`config.mk`:
```
export PLATFORM = sky130hd
export DESIGN_NAME = rom_arbiter
export DESIGN_NICKNAME = d
export VERILOG_FILES = /design/src/rtl/rom_arbiter.sv
export SDC_FILE = /design/constraint.sdc
export NUM_CORES = 1
export LEC_CHECK = 0
export BUFFER_PORTS_ARGS = -buffer_cell sky130_fd_sc_hd__buf_2
export CAP_MARGIN = 20
export CORE_UTILIZATION = 39
export DETAILED_ROUTE_END_ITERATION = 6
export PLACE_DENSITY_LB_ADDON = 0.3
export RECOVER_POWER = 25
export SLEW_MARGIN = 20
export SYNTH_ARGS = -nofsm -noshare
export SYNTH_HDL_FRONTEND = slang
export SYNTH_SLANG_ARGS = --single-unit
```
`constraint.sdc`:
```
create_clock -name clk -period 2.15 [get_ports clk]
set_input_delay 0.215 -clock clk [delete_from_list [all_inputs] [get_ports clk]]
set_output_delay 0.215 -clock clk [all_outputs]
set_load 0.01 [all_outputs]
```
`src/rtl/rom_arbiter.sv`:
```
// rom_arbiter: round-robin two-port sequencer for a 4096x8 synchronous ROM with byte/word reads
//   clk, reset (async, active-high)
//   req_n/addr_n/word_n : port n request, byte address, size (0 byte, 1 little-endian word)
//   ack_n/valid_n/data_n : accept pulse, result pulse, zero-extended read data (held)
//   rom_address/rom_data : registered ROM address out, ROM data in (one-cycle latency)
module rom_arbiter #(
    parameter int ADDR_WIDTH = 12
) (
    input  logic                  clk,
    input  logic                  reset,
    input  logic                  req_0,
    input  logic [ADDR_WIDTH-1:0] addr_0,
    input  logic                  word_0,
    output logic                  ack_0,
    output logic                  valid_0,
    output logic [15:0]           data_0,
    input  logic                  req_1,
    input  logic [ADDR_WIDTH-1:0] addr_1,
    input  logic                  word_1,
    output logic                  ack_1,
    output logic                  valid_1,
    output logic [15:0]           data_1,
    output logic [ADDR_WIDTH-1:0] rom_address,
    input  logic [7:0]            rom_data
);
    typedef enum logic [1:0] {IDLE, LO_WAIT, HI_WAIT} state_t;
    state_t state;
    logic owner, is_word, rr_last, second;
    logic [7:0] low_byte;
    logic pick;
    logic [15:0] result;
    // on a tie the port that did not win last time is chosen
    assign pick = (req_0 && req_1) ? ~rr_last : req_1;
    assign result = is_word ? {rom_data, low_byte} : {8'h00, rom_data};
    always_ff @(posedge clk or posedge reset) begin
        if (reset) begin
            state       <= IDLE;
            owner       <= 1'b0;
            is_word     <= 1'b0;
            rr_last     <= 1'b1;
            second      <= 1'b0;
            low_byte    <= 8'h00;
            rom_address <= '0;
            ack_0       <= 1'b0;
            ack_1       <= 1'b0;
            valid_0     <= 1'b0;
            valid_1     <= 1'b0;
            data_0      <= 16'h0000;
            data_1      <= 16'h0000;
        end else begin
            ack_0   <= 1'b0;
            ack_1   <= 1'b0;
            valid_0 <= 1'b0;
            valid_1 <= 1'b0;
            case (state)
                IDLE: if (req_0 || req_1) begin
                    rom_address <= pick ? addr_1 : addr_0;
                    is_word     <= pick ? word_1 : word_0;
                    owner       <= pick;
                    rr_last     <= pick;
                    ack_0       <= ~pick;
                    ack_1       <= pick;
                    second      <= 1'b0;
                    state       <= LO_WAIT;
                end
                LO_WAIT: begin
                    // high byte address goes out while the low byte is being read
                    if (is_word) rom_address <= rom_address + ADDR_WIDTH'(1);
                    state <= HI_WAIT;
                end
                HI_WAIT: if (is_word && !second) begin
                    low_byte <= rom_data;
                    second   <= 1'b1;
                end else begin
                    if (owner) data_1 <= result;
                    else data_0 <= result;
                    valid_0 <= ~owner;
                    valid_1 <= owner;
                    state   <= IDLE;
                end
                default: state <= IDLE;
            endcase
        end
    end
endmodule

```
==> results of run 1 <==
## how the worst max path moves through the flow
| stage | slack (ns) | cells after the start | startpoint | to |
|---|---|---|---|---|
| 2_1_floorplan | 0.40 | 1 | reset | ack_0$_DFF_PP0_ |
| 3_3_place_gp | 0.51 | 6 | rr_last$_DFFE_PP1P_ | rom_address[1]$_DFFE_PP0P_ |
| 3_5_place_dp | 0.45 | 4 | state[1]$_DFFE_PP0P_ | rom_address[4]$_DFFE_PP0P_ |
| 4_1_cts | 0.45 | 4 | state[1]$_DFFE_PP0P_ | rom_address[4]$_DFFE_PP0P_ |
| 5_1_grt | 0.25 | 5 | state[1]$_DFFE_PP0P_ | rom_address[3]$_DFFE_PP0P_ |
| 6_report | 0.36 | 5 | state[1]$_DFFE_PP0P_ | rom_address[3]$_DFFE_PP0P_ |
## report_power, final
part / leakage, nW / switching [mW] / internal [mW]
clock network: 0.115 / 0.440 / 0.706
registers: 0.759 / 0.423 / 1.73
logic: 0.923 / 1.19 / 1.18
total: 1.80 / 2.05 / 3.61
## cell type report
cell class	count	share of cell area [%]
clock inverter	4	1.89
multi-input combinational	158	35.9
sequential	62	41.8
clock buffer	11	4.08
timing repair buffer	92	12.6
inverter	4	0.404
tap	99	3.34
## synthesized netlist by cell type (all sizes together)
cell     count  share of area (%)
a211o        1               0.29
a211oi       3               0.75
a21bo        1               0.33
a21boi       2               0.50
a21o         4                1.0
a21oi        5               0.84
a22oi        2               0.50
a2bb2oi      1               0.29
a311oi       2               0.59
a31oi        2               0.42
a41oi        2               0.59
and2        10                2.1
and2b        1               0.25
and3         6                1.3
and4         1               0.29
buf          9                2.7
clkbuf       2               0.25
dfrtp       61                 51
dfstp        1               0.88
ha           1               0.42
inv          4               0.50
mux2        50                 20
mux2i        8                2.7
nand2       16                2.3
nand2b       3               0.88
nand3        2               0.33
nand4        4               0.84
nor2        11                1.7
nor2b        1               0.29
nor3         5                1.8
nor4         1               0.21
o21ai        6                1.1
o221ai       2               0.59
o22a         4                1.2
o32a         1               0.33
## stage by stage
| stage | cells | total power [mW] | hold WS, ns | instance area, um2 |
|---|---|---|---|---|
| after floorplan | 235 | 3.83 | 0.363 | 2990 |
| after global placement | 414 | 4.56 | 0.266 | 3510 |
| after detailed placement | 414 | 4.62 | 0.272 | 3510 |
| after CTS | 430 | 5.78 | 0.126 | 3740 |
| after global routing | 430 | 6.06 | 0.142 | 3710 |
| final | 430 | 5.66 | 0.140 | 3710 |
## registers in the layout, indices dropped and copies added, names as in the netlist
register	flops
data_0	16
data_1	16
rom_address	12
low_byte	8
state	2
ack_0	1
ack_1	1
is_word	1
owner	1
rr_last	1
second	1
valid_0	1
valid_1	1
## layer usage
| layer | track usage (%) | up-vias | routed length [um] |
|---|---|---|---|
| met5 | 0 | - | 0 |
| met4 | 8.08 | 0 | 117 |
| met3 | 3.29 | 9 | 191 |
| met2 | 25.7 | 42 | 2990 |
| met1 | 22.9 | 1076 | 3060 |
| li1 | - | 1043 | - |
## cells in the final DEF, fill, tap and decap left out, types with 5 or more instances in the layout
cell type / synthesis / routed
a21oi_1: 5 / 5
and2_1: 10 / 10
and3_1: 6 / 6
buf_2: 4 / 64
buf_4: 1 / 5
clkbuf_1: 2 / 21
clkbuf_8: 0 / 11
dfrtp_1: 61 / 61
mux2_2: 39 / 39
mux2_4: 10 / 10
mux2i_1: 8 / 8
nand2_1: 15 / 15
nor2_1: 9 / 9
## critical path, delay by kind of cell (launching register included)
kind	cells	cell delay (ns)
compound gates	2	0.60
flops	1	0.48
simple gates	2	0.32
buf+inv	1	0.29
## logic make-up (layout without fill, tap and decap cells)
| group | after synthesis | after routing | synth area share [%] |
|---|---|---|---|
| buffers and inverters | 15 | 111 | 3.47 |
| adders and majority gates | 1 | 1 | 0.418 |
| AOI/OAI and AO/OA | 38 | 38 | 9.32 |
| muxes | 58 | 58 | 22.7 |
| DFF | 62 | 62 | 51.9 |
| and+or+nand+nor | 61 | 61 | 12.2 |
## timing repair
item	4_1_cts	5_1_grt
setup buffers	0	0
endpoints found under the hold margin	19	0
hold buffers	1	0
==> results.py, run 1 <==
metrics = {
    "timing": {
        "period_share_pct": 83.1,
        "tns_ns": 0,
        "timing.fmax_ghz": 0.560,
        "slew_viol_final": 0,
        "relSlewSlack_pct": 33.6,
        "hold_viol_final": 0,
        "fin_ws_ns": 0.363,
        "clock-skew-final_ns": 0.00529,
        "min_period_ns": 1.79,
        "finalSetupViolCount": 0,
        "rsz0062_at_grt": "no",
        "worstMarginPinSlew_ns": 0.985,
    },
    "power_and_ir_drop": {
        "peakVddDrop_mv": 0.487,
        "power_density_mw_per_mm2": 1530,
        "p_leak_nw": 1.80,
    },
    "min_path": {
        "min_to": "low_byte[7]$_DFFE_PP0P_",
        "hold_depth": 2,
        "worstHoldStart": "rom_data[7]",
        "hp-class": "in2reg",
    },
    "placed_design": {
        "routabilityCongestion": 0.822,
        "dp_slack_ns": 0.451,
        "portBuffers": 85,
        "dpl.hpwl_um": 4510,
    },
    "cells_and_area": {
        "multi_input_area_mm2": 0.00133,
        "area.growth.synth_to_final_pct": 24.0,
        "diodes": 0,
        "utilization_pct": 50.6,
        "drive_gt1_share_pct": 43.5,
        "regArea_mm2": 0.00155,
        "final_nets": 366,
        "fillers": 667,
    },
    "route": {
        "viasPerCell": 5.05,
        "wl_per_cell_um": 14.8,
        "drc": 0,
        "drt_iter0_drc": 54,
        "antenna_left": 0,
        "vias": 2170,
        "first_pass_iters": 4,
        "wl_um": 6360,
    },
    "setup_path": {
        "startpoint_type": "flip-flop",
        "r2r-end": "rom_address[3]$_DFFE_PP0P_",
        "slowest_delay_ns": 0.48,
        "worstPathArrival_ns": 2.02,
        "path_max_fanout": 8,
        "ff2ff_path_depth": 5,
        "critPathKind": "reg2reg",
        "cp_slowest_cell": "dfrtp_1",
        "reg2reg_from": "state[1]$_DFFE_PP0P_",
        "r2r_slack_ns": 0.36,
        "crit_required_ns": 2.39,
        "crit_chain": "nor2_1 -> o21ai_0 -> inv_1 -> and3_1 -> a311oi_1",
        "cp-end-kind": "flip-flop",
    },
    "die": {
        "rows": 31,
        "die_area_mm2": 0.00803,
        "coreArea_mm2": 0.00733,
        "start_util_pct": 40.8,
        "ios": 86,
        "die_h_um": 89.6,
        "die_w_um": 89.6,
    },
    "status": {
        "status": "finished, final reports clean",
    },
    "grt": {
        "overflow": 0,
        "grt_pass1_wl_um": 9920,
        "first_global_vias": 2048,
        "grt_max_degree": 43,
        "antenna_found_initial": 0,
        "grtUsageTotal_pct": 16.8,
    },
    "clock_tree": {
        "root_buffer": "clkbuf_8",
        "clk_pin_slew_ns": 0.07,
        "clk_latency_ns": 0.33,
        "cts_resized": 0,
        "cts_buffers": 9,
        "cts_buffer_depth": 2,
        "cts.sinks": 62,
        "cts_tree": "built",
        "cts_htree_levels": 3,
    },
    "yosys": {
        "ys_ff_latch": 62,
        "netlist_area_mm2": 0.00299,
        "yosysSeqAreaShare_pct": 51.9,
        "synth_cells": 235,
        "yosysWarnings": 0,
        "ys_types": 50,
        "synth_nets": 274,
        "synth.avg_cell_area_um2": 12.7,
    },
    "run": {
        "max-cap-violations": 0,
    },
}
(Power assumes the default switching activity.)
==> run 2, diff against run 1 <==
==> constraint.sdc (replaced) <==
create_clock -name clk -period 1.82 [get_ports clk]
set_input_delay 0.182 -clock clk [delete_from_list [all_inputs] [get_ports clk]]
set_output_delay 0.182 -clock clk [all_outputs]
set_load 0.01 [all_outputs]
==> run 2 against run 1 <==
  * Die area did not move
  * Critical path depth is the same
  * Largest cell class unchanged
  * Clock power rose by 14%
  * Non-clock buffer count is 3 higher
  * Power increased by 20%
  * Largest power group unchanged
==> results.py, run 2 (synthesis gave the netlist of run 1 again) <==
metrics = {
    "clock_tree": {
        "cts_buffer_depth": 2,
        "cts_tree": "built",
        "clk_latency_ns": 0.33,
        "cts.sinks": 62,
        "clk_pin_slew_ns": 0.07,
        "root_buffer": "clkbuf_8",
        "cts_htree_levels": 3,
        "cts_buffers": 9,
    },
    "route": {
        "vias": 2168,
        "drt_iter0_drc": 75,
        "wl_um": 6460,
        "antenna_left": 0,
        "first_pass_iters": 4,
        "wl_per_cell_um": 14.9,
        "drc": 0,
        "viasPerCell": 5.00,
    },
    "min_path": {
        "hp-class": "in2reg",
    },
    "cells_and_area": {
        "reg_top3": "data_0 x16, data_1 x16, rom_address x12",
        "fillers": 661,
        "multi_input_area_mm2": 0.00134,
        "area.growth.synth_to_final_pct": 25.9,
        "utilization_pct": 51.4,
        "diodes": 0,
        "regArea_mm2": 0.00155,
        "instances_no_fill": 434,
        "final_cell_mix": "84 x buf_2, 61 x dfrtp_1, 39 x mux2_2",
        "layout_commonest_cell": "buf_2",
        "final_nets": 369,
        "drive_gt1_share_pct": 50.4,
    },
    "timing": {
        "finalSetupViolCount": 0,
        "relSlewSlack_pct": 41.5,
        "period_share_pct": 85.4,
        "slew_viol_final": 0,
        "fin_ws_ns": 0.265,
        "worstMarginPinSlew_ns": 0.877,
        "rsz0062_at_grt": "no",
        "min_period_ns": 1.56,
        "hold_viol_final": 0,
        "clock-skew-final_ns": 0.00850,
        "tns_ns": 0,
        "timing.fmax_ghz": 0.643,
    },
    "setup_path": {
        "cp_slowest_cell": "dfstp_2",
        "worstPathArrival_ns": 1.75,
        "slowest_delay_ns": 0.55,
        "crit_required_ns": 2.01,
        "crit_chain": "a21bo_1 -> buf_12 -> mux2_2 -> a21oi_1 -> o21ai_0",
        "path_max_fanout": 14,
        "critPathKind": "reg2reg",
        "startpoint_type": "flip-flop",
        "cp-end-kind": "flip-flop",
    },
    "placed_design": {
        "portBuffers": 85,
        "dp_slack_ns": 0.273,
        "place_inst": 417,
        "routabilityCongestion": 0.838,
        "dpl.hpwl_um": 4530,
    },
    "die": {
        "die_w_um": 89.6,
        "ios": 86,
        "start_util_pct": 40.8,
        "coreArea_mm2": 0.00733,
        "die_h_um": 89.6,
        "rows": 31,
        "die_area_mm2": 0.00803,
    },
    "grt": {
        "grt_max_degree": 63,
        "grtUsageTotal_pct": 17.4,
        "grt_pass1_wl_um": 10300,
        "antenna_found_initial": 0,
        "overflow": 0,
        "first_global_vias": 2103,
    },
    "power_and_ir_drop": {
        "p_total_mw": 6.79,
        "power_density_mw_per_mm2": 1800,
        "peakVddDrop_mv": 0.662,
        "p_leak_nw": 1.87,
    },
    "run": {
        "max-cap-violations": 0,
    },
    "status": {
        "status": "finished, final reports clean",
    },
}
-- run 2: changes by cell type in the layout (fill, tap and decap cells not counted), sizes merged --
| cell | previous run | this run |
|---|---|---|
| clkbuf | 32 | 12 |
| inv | 4 | 3 |
| clkinv | 2 | 4 |
| buf | 70 | 92 |
| clkinvlp | 0 | 1 |
-- run 2: what timing repair did --
item | in CTS | in global routing
hold endpoints to repair | 61 | 0
setup buffers | 0 | 0
hold buffers | 1 | 0
resized for setup | 0 | 0
-- run 2: layout make-up --
type                       count  area share (%)
clock buffer                  10            3.39
tap                           99            3.29
clock inverter                 6            2.29
sequential                    62            41.2
timing repair buffer          95            14.0
inverter                       4           0.398
multi-input combinational    158            35.5
-- run 2: critical path, delay by kind of cell (launching register included) --
kind	cells	cell delay, ns
buffers and inverters	1	0.16
flip-flops	1	0.55
AO/OA/AOI/OAI	3	0.36
multiplexers	1	0.34
-- run 2: through the flow --
stage / area [um2] / hold slack, ns
floorplan: 2990 / 0.330
global placement: 3560 / 0.280
detailed placement: 3560 / 0.275
CTS: 3780 / 0.0952
global route: 3770 / 0.0939
finish: 3770 / 0.108
-- run 2: path summary, 6_finish.rpt --
kind | start | endpoint | slack, ns | cells after the start
worst min-delay path | rom_data[7] | low_byte[7]$_DFFE_PP0P_ | 0.11 | 2
max in group asynchronous | reset | rom_address[8]$_DFFE_PP0P_ | 0.60 | 4
worst max-delay path | rr_last$_DFFE_PP1P_ | rom_address[7]$_DFFE_PP0P_ | 0.26 | 5
min in group asynchronous | reset | rom_address[9]$_DFFE_PP0P_ | 0.62 | 4
worst max register to register | rr_last$_DFFE_PP1P_ | rom_address[7]$_DFFE_PP0P_ | 0.26 | 5
worst min register to register | data_1[7]$_DFFE_PP0P_ | data_1[7]$_DFFE_PP0P_ | 0.49 | 1
-- run 2: report_power, final --
part	leakage [nW]	switching, mW	total (mW)	internal, mW
registers	0.759	0.496	2.54	2.05
logic	1.01	1.44	2.94	1.51
clock network	0.106	0.537	1.31	0.769
total	1.87	2.47	6.79	4.32
-- run 2: routing by layer --
layer	global-route usage, %	wire [um]
met1	23.2	2890
met2	27.3	3150
met3	3.20	278
met4	8.80	136
met5	0	0
